File: src/rtl/wbox_reg_file.sv
// Wbox integer register file: commits Mbox writebacks and serves two bypassed read ports.
// A busy scoreboard of in-flight destinations raises a hazard to hold decode issue.
module wbox_reg_file #(
  parameter int unsigned WIDTH    = 64,
  parameter int unsigned NREGS    = 32,
  parameter int unsigned ZERO_REG = 31,
  localparam int unsigned AW      = $clog2(NREGS)
) (
  input  logic             clk,
  input  logic             reset,
  input  logic [AW-1:0]    ra_addr,
  input  logic [AW-1:0]    rb_addr,
  output logic [WIDTH-1:0] ra_data,
  output logic [WIDTH-1:0] rb_data,
  input  logic [AW-1:0]    w_addr,
  input  logic [WIDTH-1:0] w_data,
  input  logic             w_en,
  input  logic             stall_in,
  input  logic             issue_valid,
  input  logic [AW-1:0]    issue_dest,
  input  logic             issue_dest_valid,
  output logic             hazard,
  output logic [NREGS-1:0] busy
);

  localparam logic [AW-1:0] ZR = AW'(ZERO_REG);

  logic [WIDTH-1:0] regs_q [NREGS];
  logic [NREGS-1:0] busy_q;
  logic [NREGS-1:0] busy_d;
  logic             wr_fire;
  logic             set_fire;
  logic             src_a_busy;
  logic             src_b_busy;
  logic             dst_busy;

  assign wr_fire = w_en && (w_addr != ZR);

  // Read port A: zero register first, then same-cycle writeback bypass, then storage.
  always_comb begin
    ra_data = regs_q[ra_addr];
    if (ra_addr == ZR) begin
      ra_data = '0;
    end else if (w_en && (w_addr == ra_addr)) begin
      ra_data = w_data;
    end
  end

  // Read port B: same priority as port A.
  always_comb begin
    rb_data = regs_q[rb_addr];
    if (rb_addr == ZR) begin
      rb_data = '0;
    end else if (w_en && (w_addr == rb_addr)) begin
      rb_data = w_data;
    end
  end

  // A busy register being written back this cycle no longer blocks: sources take the bypass.
  always_comb begin
    src_a_busy = busy_q[ra_addr] && !(w_en && (w_addr == ra_addr));
    src_b_busy = busy_q[rb_addr] && !(w_en && (w_addr == rb_addr));
    dst_busy   = issue_dest_valid && busy_q[issue_dest] &&
                 !(w_en && (w_addr == issue_dest));
    hazard     = issue_valid && (src_a_busy || src_b_busy || dst_busy);
  end

  assign set_fire = issue_valid && !hazard && !stall_in && issue_dest_valid &&
                    (issue_dest != ZR);

  // Set is applied after clear so a fresh producer on the retiring register stays outstanding.
  always_comb begin
    busy_d = busy_q;
    if (wr_fire) begin
      busy_d[w_addr] = 1'b0;
    end
    if (set_fire) begin
      busy_d[issue_dest] = 1'b1;
    end
    busy_d[ZERO_REG] = 1'b0;
  end

  always_ff @(posedge clk) begin
    if (reset) begin
      busy_q <= '0;
      for (int unsigned i = 0; i < NREGS; i++) begin
        regs_q[i] <= '0;
      end
    end else begin
      busy_q <= busy_d;
      if (wr_fire) begin
        regs_q[w_addr] <= w_data;
      end
    end
  end

  assign busy = busy_q;

endmodule
File: config.mk
export PLATFORM = sky130hd
export DESIGN_NAME = wbox_reg_file
export DESIGN_NICKNAME = d
export VERILOG_FILES = /design/src/rtl/wbox_reg_file.sv
export SDC_FILE = /design/constraint.sdc
export NUM_CORES = 2
export LEC_CHECK = 0
export BUFFER_PORTS_ARGS = -buffer_cell sky130_fd_sc_hd__buf_2
export CAP_MARGIN = 20
export CORE_ASPECT_RATIO = 1.25
export CORE_MARGIN = 2
export CORE_UTILIZATION = 60
export CTS_CLUSTER_DIAMETER = 50
export CTS_CLUSTER_SIZE = 28
export DETAILED_ROUTE_END_ITERATION = 6
export GPL_ROUTABILITY_DRIVEN = 0
export GPL_TIMING_DRIVEN = 0
export PLACE_DENSITY = 0.74
export SLEW_MARGIN = 40
export SYNTH_ARGS = -nofsm -noshare
export SYNTH_HDL_FRONTEND = slang
export SYNTH_SLANG_ARGS = --single-unit
File: constraint.sdc
create_clock -name clk -period 6.7 [get_ports clk]
set_input_delay 0.335 -clock clk [delete_from_list [all_inputs] [get_ports clk]]
set_output_delay 0.335 -clock clk [all_outputs]
set_load 0.02 [all_outputs]
==> summary.md <==
| Metric | Value |
|---|---|
| Status | complete, but fails checks |
| Failing checks | DRC |
| Hold crit path type | in -> reg |
| Wire length on met1 | 128 mm |
| Post-synth cell types | 49 |
| Power Dens Cells | 246 nW/um^2 |
| Max-slew violations | 0 |
| Initial antenna violation count | 55 |
| Crit Path Class | in -> out |
| Buf+Inv Stages, Crit Path | 7 |
| Grt total ovfl | 0 |
| CTS H-tree lvls | 4 |
| Met2 wire length | 193 mm |
| Top_reg_cell synth | edfxtp_1 |
| Headroom to the max-slew limit | 29.5% |
| Port Buffers | 237 |
| CTS tree | built |
| Total Wirelength | 440 mm |
| Syn Area/Cell | 16.3 um^2 |
| Most area-consuming cells after synthesis | edfxtp_1 (55%), mux4_2 (26%), and2_1 (11%), clkbuf_1 (1.7%), mux2i_1 (0.97%) |
| Vias in the first global route | 75238 |
| Final setup violation count | 0 |
| Peak VDD IR | 0.308 mV |
| Fmax | 197 MHz |
| Post-DP HPWL | 316 mm |
| Post-CTS setup buffers | 0 |
| Sequential area share after synthesis | 55.7% |
| Minimum clock period | 5.09 ns |
| Die H | 486 um |
| Clk_lat worst skew | 0.90 ns |
| # nets final | 7584 |
| First-pass GRT wire length | 587 mm |
| DR vias | 77520 |
| TritonCTS Sinks | 2079 |
| Layout cells sized above 1 | 31.2% |
| TritonCTS Buffers | 162 |
| Chip width | 390 um |
| Post-synthesis cell area | 111000 um^2 |
| All-Layer GR Usage | 46.5% |
| Core Region | 184000 um^2 |
| CP dominant cell by count | buf_2 |
| Crit-path max cell delay | 0.78 ns |
| DP Area | 119000 um^2 |
| Initial Util | 60.5% |
| Final period util | 75.9% |
| Met3 WL post-DR | 75.7 mm |
| Largest net degree at the start of global routing | 30 |
| Yosys top cell area share | 55.2% |
| Initial DRC count | 15090 |
| Flip-flop and latch count after synthesis | 2079 |
| Clock buffer depth | 3 |
| P_leak | 0.0433 uW |
| Die area | 189000 um^2 |
| TNS Setup | 0 ns |
| Final ANT Viol Nets | 0 |
| Fin. Hold Viols | 0 |
| Root Buffer | clkbuf_16 |
| Asr flop ratio synth | 0% |
| Mapped Cells | 6842 |
| Crit path DAT | 4.75 ns |
| RSZ-0062 raised after global routing | false |
| Crit start category | input pin |
| Required time worst endpoint | 6.36 ns |
| Slowest cell on crit path | buf_2 |
| Yosys warns | 0 |
| Final Cell Area | 126000 um^2 |
| # DRC | 14 |
| Number of detailed-route iterations in the first pass | 7 |
| Avg WL per Cell | 43.5 um |
| Post-synth top area cell | edfxtp_1 |
| Critical path's top delay family | buffers and inverters |
| Highest Signal Layer | met5 |
| Total of max-cap violations | 0 |
| Clk slew on worst S/H paths | 0.09 ns |
| # IOs | 251 |
| Slew @ Worst Pin | 1.06 ns |
| Critical-path cell list | buf_2 -> buf_2 -> buf_2 -> buf_2 -> nand3_1 -> nor2_4 -> buf_8 -> clkbuf_2 -> a211oi_1 -> buf_2 |
| Layout area overhead | 12.9% |
| Critical path endpoint category | primary output |
| Crit Path Max Fanout | 11 |
| Resize count post-CTS | 0 |
| Row count | 176 |
| Clock skew | 0.0326 ns |
| Number of synthesized flops with an enable pin | 2048 |
| Vias per cell | 7.66 |
final cells by class:
cell class                 count  area (um^2)
inverter                      36          135
tap                         2403         3010
clock buffer                 175         4260
timing repair buffer         424         4380
clock inverter               129         1530
antenna                       89          223
fill                       12103        58500
sequential                  2079        62100
buffer                       755         3460
multi-input combinational   4036        46700
registers in the layout, summed over array words and instances (netlist names):
name and count:
regs_q 2048, busy 31
timing repair:
item	4_1_cts	5_1_grt
hold buffers	69	0
endpoints found under the hold margin	81	0
setup endpoints to repair	0	0
metal layers:
| metal | track usage [%] | vias to the layer above |
|---|---|---|
| li1 | - | 27985 |
| met1 | 52.8 | 38745 |
| met2 | 68.6 | 8393 |
| met3 | 21.2 | 2359 |
| met4 | 35.5 | 38 |
| met5 | 2.25 | - |
placed cells by master, fill, tap and decap left out, drive strengths merged, types with 30 or more instances in the layout:
cell and count:
o22ai 33, mux4 1300, diode 89, conb 65, nor2 176, nand2 94, edfxtp 2048, buf 614
nand3 31, and2 1987, inv 101, mux2i 108, dlygate4sd3 69, clkbuf 671, dfxtp 31, a211oi 105
a21o 30, clkinv 42
stage by stage:
| step | total power, uW | setup slack (ns) | hold slack, ns | cells | utilization (%) |
|---|---|---|---|---|---|
| global route | 31200 | 1.89 | 0.162 | 10057 | 68.2 |
| detailed placement | 20100 | 2.10 | 0.516 | 9662 | 64.6 |
| floorplan | 18200 | 3.66 | 0.533 | 6906 | - |
| global placement | 19900 | 0.00194 | 0.510 | 9546 | 62.9 |
| CTS | 30500 | 2.09 | 0.0729 | 10035 | 68.1 |
| finish | 30900 | 1.61 | 0.138 | 10126 | 68.3 |
synthesized netlist by cell type, types with 4 or more instances:
cell,instances
nor3b_1,4
buf_2,177
mux2i_1,108
o22ai_1,33
buf_6,12
dfxtp_1,31
nand3_1,31
inv_1,35
buf_4,43
and2_1,1987
nor3_1,6
nand4_1,7
nor2b_1,6
a21o_1,30
nand2_1,94
and3_1,4
nor2_1,176
clkbuf_1,495
o21ai_1,25
edfxtp_1,2048
mux4_2,1300
a211oi_1,105
nand2b_1,5
xor2_1,12
buf_1,28
path summary, 6_finish.rpt:
check	from	end	slack, ns	cells after the start
min reg2reg	busy[6]$_SDFF_PP0_	busy[6]$_SDFF_PP0_	0.53	2
min	issue_valid	busy[8]$_SDFF_PP0_	0.14	7
max	rb_addr[1]	rb_data[38]	1.61	10
max reg2reg	busy[16]$_SDFF_PP0_	busy[20]$_SDFF_PP0_	4.33	7
worst register-to-register path: stages (launching register included):
cell and delay (ns):
dfxtp_1 0.42, inv_1 0.11, mux4_2 0.49, o2111a_1 0.28
a2111o_1 0.39, nand4_1 0.19, buf_4 0.23, o22ai_1 0.12
logic make-up after synthesis:
family	share of synthesized area (%)
and+or+nand+nor	12.5
other	0.00336
DFF	55.7
muxes	27.2
AOI/OAI and AO/OA	1.33
buffers and inverters	3.09
xor gates and xnor gates	0.118
power by group:
part	switching [uW]	internal [uW]	leakage [uW]	total, uW
registers	369	15000	0.0198	15400
clock network	5540	5270	0.00279	10800
logic	2790	1950	0.0207	4740
No activity file was read; power rests on OpenSTA's default activity.
